### src/rtl/axil_regbank_pkg.sv
// Shared response codes, STATUS bit positions and the byte-merge helper for the
// AXI4-Lite register bank. STATUS exists only when AXIL_REGBANK_IRQ_EN is defined.
package axil_regbank_pkg;

    localparam logic [1:0] RESP_OKAY   = 2'b00;
    localparam logic [1:0] RESP_SLVERR = 2'b10;

    localparam int STATUS_DONE_BIT  = 0;
    localparam int STATUS_IRQEN_BIT = 1;

    function automatic logic [31:0] apply_wstrb(input logic [31:0] old_val,
                                                input logic [31:0] new_val,
                                                input logic [3:0]  strb);
        logic [31:0] merged;
        for (int b = 0; b < 4; b++) begin
            merged[8*b +: 8] = strb[b] ? new_val[8*b +: 8] : old_val[8*b +: 8];
        end
        return merged;
    endfunction

endpackage

### src/rtl/axil_wr_collect.sv
// Pairs independently arriving AW and W beats into a single-cycle write strobe
// and owns the B channel. Build option AXIL_REGBANK_IRQ_EN does not affect this file.
module axil_wr_collect
    import axil_regbank_pkg::*;
#(
    parameter int ADDR_W = 8
) (
    input  logic              clk,
    input  logic              aresetn,
    input  logic [ADDR_W-1:0] s_axi_awaddr,
    input  logic              s_axi_awvalid,
    output logic              s_axi_awready,
    input  logic [31:0]       s_axi_wdata,
    input  logic [3:0]        s_axi_wstrb,
    input  logic              s_axi_wvalid,
    output logic              s_axi_wready,
    output logic [1:0]        s_axi_bresp,
    output logic              s_axi_bvalid,
    input  logic              s_axi_bready,
    output logic              wr_en_o,
    output logic [ADDR_W-1:0] wr_addr_o,
    output logic [31:0]       wr_data_o,
    output logic [3:0]        wr_strb_o,
    input  logic              wr_err_i
);

    logic              aw_lat_q, aw_lat_d;
    logic              w_lat_q, w_lat_d;
    logic              bvalid_q, bvalid_d;
    logic [1:0]        bresp_q, bresp_d;
    logic [ADDR_W-1:0] aw_addr_q, aw_addr_d;
    logic [31:0]       w_data_q, w_data_d;
    logic [3:0]        w_strb_q, w_strb_d;
    logic              aw_hs, w_hs;

    // A beat arriving this cycle bypasses its latch so a same-cycle pair executes directly.
    always_comb begin
        s_axi_awready = aresetn & ~aw_lat_q & ~bvalid_q;
        s_axi_wready  = aresetn & ~w_lat_q & ~bvalid_q;
        aw_hs         = s_axi_awvalid & s_axi_awready;
        w_hs          = s_axi_wvalid & s_axi_wready;
        wr_en_o       = (aw_lat_q | aw_hs) & (w_lat_q | w_hs);
        wr_addr_o     = aw_lat_q ? aw_addr_q : s_axi_awaddr;
        wr_data_o     = w_lat_q ? w_data_q : s_axi_wdata;
        wr_strb_o     = w_lat_q ? w_strb_q : s_axi_wstrb;
    end

    always_comb begin
        aw_lat_d  = aw_lat_q;
        w_lat_d   = w_lat_q;
        bvalid_d  = bvalid_q;
        bresp_d   = bresp_q;
        aw_addr_d = aw_addr_q;
        w_data_d  = w_data_q;
        w_strb_d  = w_strb_q;
        if (aw_hs) begin
            aw_lat_d  = 1'b1;
            aw_addr_d = s_axi_awaddr;
        end
        if (w_hs) begin
            w_lat_d  = 1'b1;
            w_data_d = s_axi_wdata;
            w_strb_d = s_axi_wstrb;
        end
        if (bvalid_q && s_axi_bready) begin
            bvalid_d = 1'b0;
            bresp_d  = RESP_OKAY;
        end
        if (wr_en_o) begin
            aw_lat_d = 1'b0;
            w_lat_d  = 1'b0;
            bvalid_d = 1'b1;
            bresp_d  = wr_err_i ? RESP_SLVERR : RESP_OKAY;
        end
    end

    always_ff @(posedge clk or negedge aresetn) begin
        if (!aresetn) begin
            aw_lat_q <= 1'b0;
            w_lat_q  <= 1'b0;
            bvalid_q <= 1'b0;
            bresp_q  <= RESP_OKAY;
        end else begin
            aw_lat_q <= aw_lat_d;
            w_lat_q  <= w_lat_d;
            bvalid_q <= bvalid_d;
            bresp_q  <= bresp_d;
        end
    end

    always_ff @(posedge clk) begin
        aw_addr_q <= aw_addr_d;
        w_data_q  <= w_data_d;
        w_strb_q  <= w_strb_d;
    end

    assign s_axi_bvalid = bvalid_q;
    assign s_axi_bresp  = bresp_q;

endmodule

### src/rtl/axil_aes_regbank.sv
// AXI4-Lite register bank for the AES core: NUM_RW RW words, NUM_RO RO words and,
// with AXIL_REGBANK_IRQ_EN defined, a STATUS word with sticky done and irq enable.
module axil_aes_regbank
    import axil_regbank_pkg::*;
#(
    parameter int NUM_RW  = 13,
    parameter int NUM_RO  = 4,
    parameter int ADDR_W  = 8,
    parameter int CLR_REG = 0,
    parameter int CLR_BIT = 3
) (
    input  logic                                      clk,
    input  logic                                      aresetn,
    input  logic [ADDR_W-1:0]                         s_axi_awaddr,
    input  logic                                      s_axi_awvalid,
    output logic                                      s_axi_awready,
    input  logic [31:0]                               s_axi_wdata,
    input  logic [3:0]                                s_axi_wstrb,
    input  logic                                      s_axi_wvalid,
    output logic                                      s_axi_wready,
    output logic [1:0]                                s_axi_bresp,
    output logic                                      s_axi_bvalid,
    input  logic                                      s_axi_bready,
    input  logic [ADDR_W-1:0]                         s_axi_araddr,
    input  logic                                      s_axi_arvalid,
    output logic                                      s_axi_arready,
    output logic [31:0]                               s_axi_rdata,
    output logic [1:0]                                s_axi_rresp,
    output logic                                      s_axi_rvalid,
    input  logic                                      s_axi_rready,
    output logic [32*NUM_RW-1:0]                      rw_regs_o,
    input  logic [(NUM_RO > 0 ? 32*NUM_RO : 32)-1:0]  ro_regs_i,
    input  logic                                      done_i,
    output logic                                      irq_o
);

    localparam int STATUS_IDX = NUM_RW + NUM_RO;
`ifdef AXIL_REGBANK_IRQ_EN
    localparam bit STATUS_MAPPED = 1'b1;
`else
    localparam bit STATUS_MAPPED = 1'b0;
`endif

    logic              wr_en;
    logic [ADDR_W-1:0] wr_addr;
    logic [31:0]       wr_data;
    logic [3:0]        wr_strb;
    logic              wr_err;
    logic [31:0]       wr_idx, rd_idx;
    logic [31:0]       rw_q [NUM_RW];
    logic [31:0]       rw_d [NUM_RW];
    logic              done_q, done_rise;
    logic              done_sticky, irq_en;
    logic [31:0]       status_word;
    logic [31:0]       rd_word;
    logic              rd_err;
    logic              ar_hs;
    logic              rvalid_q, rvalid_d;
    logic [31:0]       rdata_q, rdata_d;
    logic [1:0]        rresp_q, rresp_d;
    logic              unused_addr_bits;

    axil_wr_collect #(.ADDR_W(ADDR_W)) u_wr_collect (
        .clk          (clk),
        .aresetn      (aresetn),
        .s_axi_awaddr (s_axi_awaddr),
        .s_axi_awvalid(s_axi_awvalid),
        .s_axi_awready(s_axi_awready),
        .s_axi_wdata  (s_axi_wdata),
        .s_axi_wstrb  (s_axi_wstrb),
        .s_axi_wvalid (s_axi_wvalid),
        .s_axi_wready (s_axi_wready),
        .s_axi_bresp  (s_axi_bresp),
        .s_axi_bvalid (s_axi_bvalid),
        .s_axi_bready (s_axi_bready),
        .wr_en_o      (wr_en),
        .wr_addr_o    (wr_addr),
        .wr_data_o    (wr_data),
        .wr_strb_o    (wr_strb),
        .wr_err_i     (wr_err)
    );

    assign unused_addr_bits = ^{wr_addr[1:0], s_axi_araddr[1:0]};
    assign wr_idx           = 32'(wr_addr[ADDR_W-1:2]);
    assign rd_idx           = 32'(s_axi_araddr[ADDR_W-1:2]);
    assign wr_err           = (wr_idx >= 32'(NUM_RW)) &&
                              !(STATUS_MAPPED && wr_idx == 32'(STATUS_IDX));
    assign done_rise        = done_i & ~done_q;

    // The auto-clear is applied after the write merge so it overrides that one bit.
    always_comb begin
        for (int i = 0; i < NUM_RW; i++) begin
            rw_d[i] = rw_q[i];
            if (wr_en && wr_idx == 32'(i)) begin
                rw_d[i] = apply_wstrb(rw_q[i], wr_data, wr_strb);
            end
        end
        if (done_rise) begin
            rw_d[CLR_REG][CLR_BIT] = 1'b0;
        end
    end

    always_ff @(posedge clk or negedge aresetn) begin
        if (!aresetn) begin
            for (int i = 0; i < NUM_RW; i++) rw_q[i] <= '0;
            done_q <= 1'b0;
        end else begin
            for (int i = 0; i < NUM_RW; i++) rw_q[i] <= rw_d[i];
            done_q <= done_i;
        end
    end

    always_comb begin
        for (int i = 0; i < NUM_RW; i++) begin
            rw_regs_o[32*i +: 32] = rw_q[i];
        end
    end

`ifdef AXIL_REGBANK_IRQ_EN
    logic sticky_q, sticky_d;
    logic irq_en_q, irq_en_d;
    logic irq_q, irq_d;

    // A done edge in the same cycle as a W1C keeps the sticky bit set.
    always_comb begin
        sticky_d = sticky_q;
        irq_en_d = irq_en_q;
        if (wr_en && wr_idx == 32'(STATUS_IDX) && wr_strb[0]) begin
            irq_en_d = wr_data[STATUS_IRQEN_BIT];
            if (wr_data[STATUS_DONE_BIT]) sticky_d = 1'b0;
        end
        if (done_rise) sticky_d = 1'b1;
        irq_d = sticky_q & irq_en_q;
    end

    always_ff @(posedge clk or negedge aresetn) begin
        if (!aresetn) begin
            sticky_q <= 1'b0;
            irq_en_q <= 1'b0;
            irq_q    <= 1'b0;
        end else begin
            sticky_q <= sticky_d;
            irq_en_q <= irq_en_d;
            irq_q    <= irq_d;
        end
    end

    assign done_sticky = sticky_q;
    assign irq_en      = irq_en_q;
    assign irq_o       = irq_q;
`else
    assign done_sticky = 1'b0;
    assign irq_en      = 1'b0;
    assign irq_o       = 1'b0;
`endif

    always_comb begin
        status_word                   = '0;
        status_word[STATUS_DONE_BIT]  = done_sticky;
        status_word[STATUS_IRQEN_BIT] = irq_en;
    end

    // Read data comes from current register state, so a same-cycle write is not visible.
    always_comb begin
        rd_word = '0;
        rd_err  = 1'b1;
        for (int i = 0; i < NUM_RW; i++) begin
            if (rd_idx == 32'(i)) begin
                rd_word = rw_q[i];
                rd_err  = 1'b0;
            end
        end
        for (int j = 0; j < NUM_RO; j++) begin
            if (rd_idx == 32'(NUM_RW + j)) begin
                rd_word = ro_regs_i[32*j +: 32];
                rd_err  = 1'b0;
            end
        end
        if (STATUS_MAPPED && rd_idx == 32'(STATUS_IDX)) begin
            rd_word = status_word;
            rd_err  = 1'b0;
        end
    end

    always_comb begin
        s_axi_arready = aresetn & ~rvalid_q;
        ar_hs         = s_axi_arvalid & s_axi_arready;
        rvalid_d      = rvalid_q;
        rdata_d       = rdata_q;
        rresp_d       = rresp_q;
        if (rvalid_q && s_axi_rready) rvalid_d = 1'b0;
        if (ar_hs) begin
            rvalid_d = 1'b1;
            rdata_d  = rd_word;
            rresp_d  = rd_err ? RESP_SLVERR : RESP_OKAY;
        end
    end

    always_ff @(posedge clk or negedge aresetn) begin
        if (!aresetn) begin
            rvalid_q <= 1'b0;
            rdata_q  <= '0;
            rresp_q  <= RESP_OKAY;
        end else begin
            rvalid_q <= rvalid_d;
            rdata_q  <= rdata_d;
            rresp_q  <= rresp_d;
        end
    end

    assign s_axi_rvalid = rvalid_q;
    assign s_axi_rdata  = rdata_q;
    assign s_axi_rresp  = rresp_q;

endmodule

### config.mk
export PLATFORM = sky130hd
export DESIGN_NAME = axil_aes_regbank
export DESIGN_NICKNAME = d
export VERILOG_FILES = /design/src/rtl/axil_regbank_pkg.sv /design/src/rtl/axil_wr_collect.sv /design/src/rtl/axil_aes_regbank.sv
export SDC_FILE = /design/constraint.sdc
export NUM_CORES = 1
export LEC_CHECK = 0
export CORE_UTILIZATION = 35
export CTS_CLUSTER_DIAMETER = 80
export DETAILED_ROUTE_END_ITERATION = 8
export GPL_TIMING_DRIVEN = 0
export RECOVER_POWER = 50
export SKIP_CTS_REPAIR_TIMING = 1
export SLEW_MARGIN = 25
export SYNTH_ARGS = -nofsm -noshare
export SYNTH_HDL_FRONTEND = slang
export SYNTH_SLANG_ARGS = --single-unit
export TNS_END_PERCENT = 1
### constraint.sdc
create_clock -name clk -period 3.2 [get_ports clk]
set_input_delay 0.64 -clock clk [delete_from_list [all_inputs] [get_ports clk]]
set_output_delay 0.64 -clock clk [all_outputs]
set_load 0.02 [all_outputs]
# Word-level counts from Yosys, hierarchy flattened
# Index checks and enable logic that the tools add are counted.
# totals
regBits,501
elab_cells,238
# op_classes
order_cmp,1
eq_ne,28
n_mux,52
bitwise,17
n_reduce_logical,76
# op_table
cell,count
$mux W32,18
$reduce_and A2 Y1,53
$eq A6 B4 Y1 const B,13
$logic_not A32 Y1,2
$eq A6 B3 Y1 const B,8
$mux W1,26
$eq A6 B2 Y1 const B,4
$logic_and A1 B1 Y1,15
$eq A6 B1 Y1 const B,2
$mux W4,3
$reduce_bool A2 Y1,6
$and A1 B1 Y1,10
$mux W2,4
$mux W8,1
$eq A6 B5 Y1 const B,1
$ge A6 B4 Y1 const B,1
$not A1 Y1,5
$or A1 B1 Y1,2

# Depth between registers and ports, before layout
# Gate-level depths: netlist of run 1.
# depth
depth_word,19
depth_mapped,10
ltp_nobuf,6

# By module
# A second synthesis of run 1 with hierarchy kept.
# hier_totals
cells_unflattened,1868
hier_area_um2,24019.3
# by_module_without_submodules
module,instances,cells_per_inst,area_per_inst_um2
axil_aes_regbank,1,1752,21946.0
axil_wr_collect,1,116,2073.2

# Least setup slack after synthesis of run 1
# Ideal clock, no wire load.
# synth_path
kind,register -> register
start,reg u_wr_collect.w_lat_q
end,"reg u_wr_collect.w_data_q[0], enable pin"
arrival_ps,2052
path_slack_ps,752
path_stages_with_launch,5
synth_period_minus_slack_ps,2448
cell_sequence,dfrtp_1 -> buf_2 -> buf_2 -> nor2_1 -> and2_1
# synth_between
elab_chain_cells,4
# synth_lines
element,line,text
"start, declared",axil_wr_collect.sv:28,"logic w_lat_q, w_lat_d;"
"start signal, assigned",axil_wr_collect.sv:85,w_lat_q <= w_lat_d;
$not A1 Y1,axil_wr_collect.sv:39,s_axi_wready = aresetn & ~w_lat_q & ~bvalid_q;
$and A1 B1 Y1 (2 in a row),axil_wr_collect.sv:39,
net s_axi_wready,axil_aes_regbank.sv:20,"output logic s_axi_wready,"
$and A1 B1 Y1,axil_wr_collect.sv:41,w_hs = s_axi_wvalid & s_axi_wready;
net u_wr_collect.w_hs,axil_wr_collect.sv:34,"logic aw_hs, w_hs;"
"end signal, assigned",axil_wr_collect.sv:93,w_data_q <= w_data_d;
"end, declared",axil_wr_collect.sv:32,"logic [31:0] w_data_q, w_data_d;"
# The timed path passes the listed nets, and every way through them passes these cells.
# A chain may end at the register's enable or synchronous reset.

# Worst setup path in the final report of run 1
# layout_path
start,in s_axi_araddr[6]
end,reg rdata_q[19] (netlist: s_axi_rdata[19])
# layout_between
elab_chain_cells,18
# layout_lines
element,line,text
"start, declared",axil_aes_regbank.sv:24,"input logic [ADDR_W-1:0] s_axi_araddr,"
$logic_not A32 Y1,axil_aes_regbank.sv:168,if (rd_idx == 32'(i)) begin
$mux W32 (13 in a row),axil_aes_regbank.sv:168,
$mux W32 (3 in a row),axil_aes_regbank.sv:174,if (rd_idx == 32'(NUM_RW + j)) begin
$mux W32 *,axil_aes_regbank.sv:174,
"end signal, assigned",axil_aes_regbank.sv:206,rdata_q <= rdata_d;
"end, declared",axil_aes_regbank.sv:59,"logic [31:0] rdata_q, rdata_d;"
# Mark *: on every way between the ends. The rest lies on a longest branch, timed or not.

==> results.sh, run 1 <==
export IMPL_status="complete, but fails checks"
export IMPL_slew_limit_headroom_pct=-86.9
export IMPL_met1_usage_pct=48.6
export IMPL_r2r_cells=5
export IMPL_num_io_pins=646
export IMPL_worstPathRequired_ns=3.74
export IMPL_timing_fmax_mhz=284
export IMPL_grt_pass1_wl_mm=180
export IMPL_vias=23800
export IMPL_drt_iter0_drc=2779
export IMPL_path_depth=9
export IMPL_yosysWarnings=0
export IMPL_routed_wl_mm=131
export IMPL_ys_ff_latch=497
export IMPL_dr_pass1_iters=6
export IMPL_nNetsFinal=3232
export IMPL_synth_edf_count=42
export IMPL_syn_avg_cell_area_um2=9.97
export IMPL_arrival_ns=4.06
export IMPL_post_route_period_util_pct=110
export IMPL_worstMarginPinSlew_ns=2.80
export IMPL_clk_pin_slew_ns=0.06
export IMPL_clkLatencyLatePin_ns=0.62
export IMPL_power_leakage_nw=13.9
export IMPL_die_h_um=260
export IMPL_use_met3_pct=8.98
export IMPL_top_usage_layer="met2"
export IMPL_initial_utilization_pct=35.4
export IMPL_fin_skew_ns=0.0155
export IMPL_chipWidth_um=260
export IMPL_critPathKind="input pin to register"
export IMPL_antenna_found_initial=6
export IMPL_place_congestion=0.971
export IMPL_synth_main_ff_cell="dfrtp_1"
export IMPL_rsz0062_at_grt="yes"
export IMPL_setup_viol=40
export IMPL_drcViolationCount=0
export IMPL_fp_dieArea_um2=67500
export IMPL_cts_tree="yes"
export IMPL_synth_cell_types=77
export IMPL_ant_nets=0
export IMPL_num_fill_cells=6070
export IMPL_final_cell_mix="o21ai_0 (488), nand2_1 (475), dfrtp_1 (455)"
export IMPL_numClockSinks=497
export IMPL_synth_seq_area_share_pct=54.4
export IMPL_cp_max_fo=10
export IMPL_setup_tns_ns=-3.84
export IMPL_postLayoutCoreUtil_pct=50.3
export IMPL_hold_class="input pin to async pin"
export IMPL_viasPerCell=6.02
export IMPL_grt_ovfl_total=0
export IMPL_grt_start_max_net_pins=81
export IMPL_synthArstFlopShare_pct=91.5
export IMPL_critPathTopFamily="buffers and inverters"
export IMPL_vdd_drop_max_mv=0.520
export IMPL_worst_slack_ns=-0.324
export IMPL_finalHoldViolCount=0
export IMPL_syn2layout_area_growth_pct=42.3
export IMPL_grt_usage_pct=38.1
export IMPL_maxSlewViolCount=210
export IMPL_synth_cells=2332
export IMPL_root_buffer="clkbuf_16"
export IMPL_dp_hpwl_mm=102
export IMPL_slowest_stage="nor4_2"
export IMPL_grt_pass1_vias=22900
export IMPL_min_period_ns=3.52
export IMPL_power_density_nw_per_um2=657
export IMPL_cts_buffers_inserted=56
export IMPL_wl_per_cell_um=33.2
export IMPL_drive_above_1_share_pct=10.3
export IMPL_port_buffers=638
export IMPL_crit_buf_inv=3
export IMPL_cts_max_level=2
export IMPL_rows=94
export IMPL_final_common_cell="o21ai_0"
export IMPL_violations="capacitance limit, slew limit, setup timing"
export IMPL_cp_start_kind="input pin"
export IMPL_max_stage_delay_ns=0.79
export IMPL_crit_chain="clkdlybuf4s50_1 > nor4_2 > and2_1 > clkbuf_1 > a221oi_1 > a21oi_1 > a2111oi_2 > buf_2 > o22ai_1"
export IMPL_cap_violations=4
export IMPL_crit_path_end_kind="register"
export IMPL_syn_area_um2=23300
export IMPL_grt_use_met2_pct=59.8
export IMPL_max_clock_path_buffers=3
export IMPL_core_area_um2=65700
-- logic make-up (layout without fill, tap and decap cells) --
group / after synthesis / in the layout / share of synthesized area, %
DFF: 497 / 497 / 54.4
AOI/OAI and AO/OA: 836 / 836 / 21.6
buffers and inverters: 204 / 956 / 4.96
muxes: 102 / 102 / 5.10
other: 1 / 6 / 0.0161
and+or+nand+nor: 692 / 692 / 13.9
-- worst reg2reg max path, stage by stage (launching register included) --
cell and delay [ns]:
dfrtp_1 0.38, buf_2 0.26, clkbuf_2 0.45, nor2_1 0.27, and2_0 1.28, buf_16 0.27
-- Yosys cell counts (all sizes together), types with 6 or more instances --
master,number,area [µm²]
o2bb2ai,7,61.3
o211ai,17,128
o31ai,6,45.0
a221oi,43,377
o22a,6,52.6
nor3,13,80.1
and3,8,50.1
nor4,7,43.8
a22oi,56,420
a2111oi,9,78.8
nand2b,22,145
clkdlybuf4s50,19,214
clkbuf,94,383
and2,12,75.1
o21ai,504,2520
buf,73,477
a22o,11,96.3
dfrtp,455,11400
o221ai,31,272
or4b,8,83.8
nand2,476,1790
nand3b,10,75.1
a21oi,59,295
inv,16,60.1
nor2,63,246
a221o,8,80.1
mux2,22,248
a211o,6,52.6
a31oi,10,62.6
nand3,46,405
mux4,11,248
edfxtp,42,1260
mux2i,69,691
o22ai,33,206
-- cell type report --
cell class | instances | area [µm²] | share of cell area [%]
Sequential cell | 497 | 12600 | 38.2
Multi-Input combinational cell | 1633 | 9690 | 29.3
Inverter | 16 | 60.1 | 0.181
Clock inverter | 18 | 196 | 0.594
Timing Repair Buffer | 652 | 6570 | 19.8
Buffer | 188 | 1170 | 3.54
Antenna cell | 3 | 7.51 | 0.0227
Tap cell | 864 | 1080 | 3.27
Clock buffer | 82 | 1670 | 5.05
-- worst paths after layout --
check | slack [ns] | end | from
worst min register to register | 0.50 | rw_regs_o[406] | rw_regs_o[406]
worst max-delay path | -0.32 | s_axi_rdata[19] | s_axi_araddr[6]
min in group clk | 0.50 | rw_regs_o[406] | rw_regs_o[406]
max in group asynchronous | 0.37 | rw_regs_o[61] | aresetn
worst max register to register | -0.02 | u_wr_collect.w_data_q[0] | u_wr_collect.w_lat_q
worst min-delay path | 0.01 | rw_regs_o[129] | aresetn
-- power by group --
part           leakage [nW]  switching (mW)  internal, mW
Sequential             6.62            1.16          7.34
Combinational          6.32            4.03          2.56
Clock                 0.926            2.72          3.91
Total                  13.9            7.92          13.8
-- metrics by stage --
stage / area (µm²) / instances / total power, mW / hold slack [ns] / setup slack [ns]
4_1_cts: 32800 / 3945 / 21.8 / -0.0582 / -0.856
3_5_place_dp: 31000 / 3845 / 15.2 / 0.492 / -1.49
5_1_grt: 33100 / 3951 / 22.4 / 0.0301 / -0.179
3_3_place_gp: 30700 / 3836 / 15.1 / 0.485 / -19.10
2_1_floorplan: 23300 / 2334 / 11.2 / 0.344 / 0.752
6_report: 33100 / 3953 / 21.7 / 0.0101 / -0.324
-- sequential cells by signal, indices dropped and copies added (netlist names) --
register                   flops
rw_regs_o                    416
u_wr_collect.s_axi_bresp       1
s_axi_rvalid                   1
u_wr_collect.s_axi_bvalid      1
u_wr_collect.w_strb_q          4
done_q                         1
u_wr_collect.aw_addr_q         6
s_axi_rdata                   32
u_wr_collect.aw_lat_q          1
s_axi_rresp                    1
u_wr_collect.w_data_q         32
u_wr_collect.w_lat_q           1
-- layer usage --
layer,up-vias,wire [µm]
met5,-,12
met4,2,8500
met3,330,13500
met2,1612,59300
met1,12000,49900
li1,9901,-
Note: power is estimated with default switching activity, not from simulation.
==> inputs of run 2 (changes only) <==
- ABC_AREA: not set -> 1
- GPL_TIMING_DRIVEN: 0 -> not set
==> results.sh, run 2 <==
export IMPL_worstPathRequired_ns=3.72
export IMPL_max_clock_path_buffers=3
export IMPL_final_common_cell="nand2_1"
export IMPL_maxSlewViolCount=139
export IMPL_antenna_found_initial=9
export IMPL_synthTopCellsByCount="nand2_1 (830), dfrtp_1 (455), nor2_1 (317), inv_1 (209), o21ai_0 (179)"
export IMPL_p_total_mw=23.7
export IMPL_critPathKind="register to register"
export IMPL_numClockSinks=497
export IMPL_yosysMostFrequentCell="nand2_1"
export IMPL_viasPerCell=5.18
export IMPL_hold_path_startpoint="s_axi_rdata[15]"
export IMPL_grt_usage_pct=31.2
export IMPL_yosysWarnings=0
export IMPL_grt_pass1_wl_mm=152
export IMPL_syn_area_um2=23300
export IMPL_seqPwrFrac_pct=38.2
export IMPL_cp_start_kind="register"
export IMPL_chipWidth_um=260
export IMPL_largest_register_ffs=416
export IMPL_dr_pass1_iters=5
export IMPL_setup_tns_ns=0
export IMPL_initial_utilization_pct=35.5
export IMPL_r2r_slack_ns=0.49
export IMPL_clockPowerShare_pct=27.7
export IMPL_sw_frac_of_total_pct=37.8
export IMPL_grt_ovfl_total=0
export IMPL_power_density_nw_per_um2=701
export IMPL_rows=94
export IMPL_synth_edf_count=42
export IMPL_p_switching_mw=8.95
export IMPL_root_buffer="clkbuf_16"
export IMPL_cp_max_fo=16
export IMPL_drive_above_1_share_pct=10.3
export IMPL_synth_area_leader_cell="dfrtp_1"
export IMPL_fin_skew_ns=0.00869
export IMPL_setup_viol=0
export IMPL_drcViolationCount=0
export IMPL_rsz0062_at_grt="no"
export IMPL_slew_limit_headroom_pct=-35.4
export IMPL_placed_cell_area_um2=31900
export IMPL_r2r_start="u_wr_collect.aw_lat_q"
export IMPL_worst_slack_ns=0.488
export IMPL_synth_cell_types=37
export IMPL_clkLatencyLatePin_ns=0.61
export IMPL_status="complete, but fails checks"
export IMPL_wl_per_cell_um=24.1
export IMPL_place_congestion=0.924
export IMPL_ys_ff_latch=497
export IMPL_port_buffers=638
export IMPL_cts_max_level=2
export IMPL_crit_path_end_kind="register"
export IMPL_arrival_ns=3.24
export IMPL_num_io_pins=646
export IMPL_final_area_um2=33700
export IMPL_fp_dieArea_um2=67700
export IMPL_cts_tree="yes"
export IMPL_cap_violations=1
export IMPL_dp_hpwl_mm=82.0
export IMPL_power_leakage_nw=15.4
export IMPL_startpoint="u_wr_collect.aw_lat_q"
export IMPL_core_area_um2=65900
export IMPL_combPwrFrac_pct=34.1
export IMPL_regArea_um2=12600
export IMPL_dp_slack_ns=-0.0278
export IMPL_num_fill_cells=6355
export IMPL_syn_avg_cell_area_um2=8.26
export IMPL_violations="capacitance limit, slew limit"
export IMPL_grt_start_max_net_pins=140
export IMPL_p_int_mw=14.7
export IMPL_synth_cells=2828
export IMPL_worstMarginPinSlew_ns=2.03
export IMPL_synthArstFlopShare_pct=91.5
export IMPL_min_period_ns=2.71
export IMPL_clk_pin_slew_ns=0.06
export IMPL_post_route_period_util_pct=84.8
export IMPL_vias=23100
export IMPL_finalHoldViolCount=0
export IMPL_timing_fmax_mhz=369
export IMPL_cts_buffers_inserted=55
export IMPL_grt_pass1_vias=21700
export IMPL_netlist_top_cells_area="dfrtp_1 (49%), nand2_1 (13%), edfxtp_1 (5.4%)"
export IMPL_synth_main_ff_cell="dfrtp_1"
export IMPL_routed_wl_mm=108
export IMPL_die_h_um=260
export IMPL_synth_seq_area_share_pct=54.2
export IMPL_final_cell_mix="nand2_1 (829), dfrtp_1 (454), clkdlybuf4s50_1 (415)"
export IMPL_ant_nets=0
export IMPL_drt_iter0_drc=2054
export IMPL_vdd_drop_max_mv=0.429
export IMPL_synth_top_area_share_pct=48.8
export IMPL_syn2layout_area_growth_pct=44.5
export IMPL_multi_input_area_um2=9290
export IMPL_nNetsFinal=3744
export IMPL_hold_class="register to register"
## run 2: layout make-up
type                            count  share of cell area (%)
Antenna cell                        2                  0.0148
Clock buffer                       84                    5.22
Clock inverter                     14                   0.315
Inverter                          241                    2.68
Multi-Input combinational cell   1956                    27.5
Sequential cell                   497                    37.5
Tap cell                          864                    3.21
Timing Repair Buffer              805                    23.5
## run 2: metal layers
metal  global-route usage, %  vias up  wire length (µm)
met1                    40.5    11300             43400
li1                        -    10700                 -
met5                       0        -                55
met4                    11.5        8              4170
met3                    6.08      178              8400
met2                    51.5      964             51600
## run 2: cell families (layout without fill, tap and decap cells)
| group | after synthesis | count (layout) | share of synthesized area (%) |
|---|---|---|---|
| other | 1 | 5 | 0.0161 |
| flip-flops | 497 | 497 | 54.2 |
| AND/OR/NAND/NOR | 1397 | 1397 | 25.0 |
| AO/OA/AOI/OAI | 556 | 556 | 14.4 |
| buffers and inverters | 377 | 1144 | 6.39 |
## run 2: power by group through the flow
stage | Combinational (mW) | Sequential, mW | Clock (mW)
after floorplan | 2.28 | 10.3 | 0
after global placement | 8.24 | 9.14 | 0
after detailed placement | 8.30 | 9.14 | 0
after CTS | 8.33 | 9.05 | 6.63
after global routing | 8.56 | 9.19 | 6.83
final | 8.06 | 9.04 | 6.55
## run 2: stage by stage
| stage | hold WS [ns] | instances | utilization, % |
|---|---|---|---|
| 5_1_grt | 0.493 | 4462 | 51.2 |
| 3_3_place_gp | 0.462 | 4363 | 48.4 |
| 4_1_cts | 0.391 | 4461 | 51.3 |
| 2_1_floorplan | 0.344 | 2830 | - |
| 3_5_place_dp | 0.464 | 4363 | 48.4 |
| 6_report | 0.470 | 4463 | 51.2 |
## run 2: worst max-delay path, stage by stage, from the launching register on
cell	delay (ns)
dfrtp_1	0.56
inv_2	0.12
or2_1	0.23
o21ai_2	0.11
inv_1	0.17
nor2_1	0.27
nand2_1	0.16
nor2_2	0.22
inv_2	0.19
nor2_4	0.37
nor2_1	0.07
a21oi_1	0.14
## run 2: final timing paths
check	end	depth (start not counted)
min	s_axi_rdata[15]	2
min reg2reg	s_axi_rdata[15]	2
max in group asynchronous	u_wr_collect.w_lat_q	4
max	rw_regs_o[13]	11
min in group asynchronous	rw_regs_o[307]	3
max reg2reg	rw_regs_o[13]	11
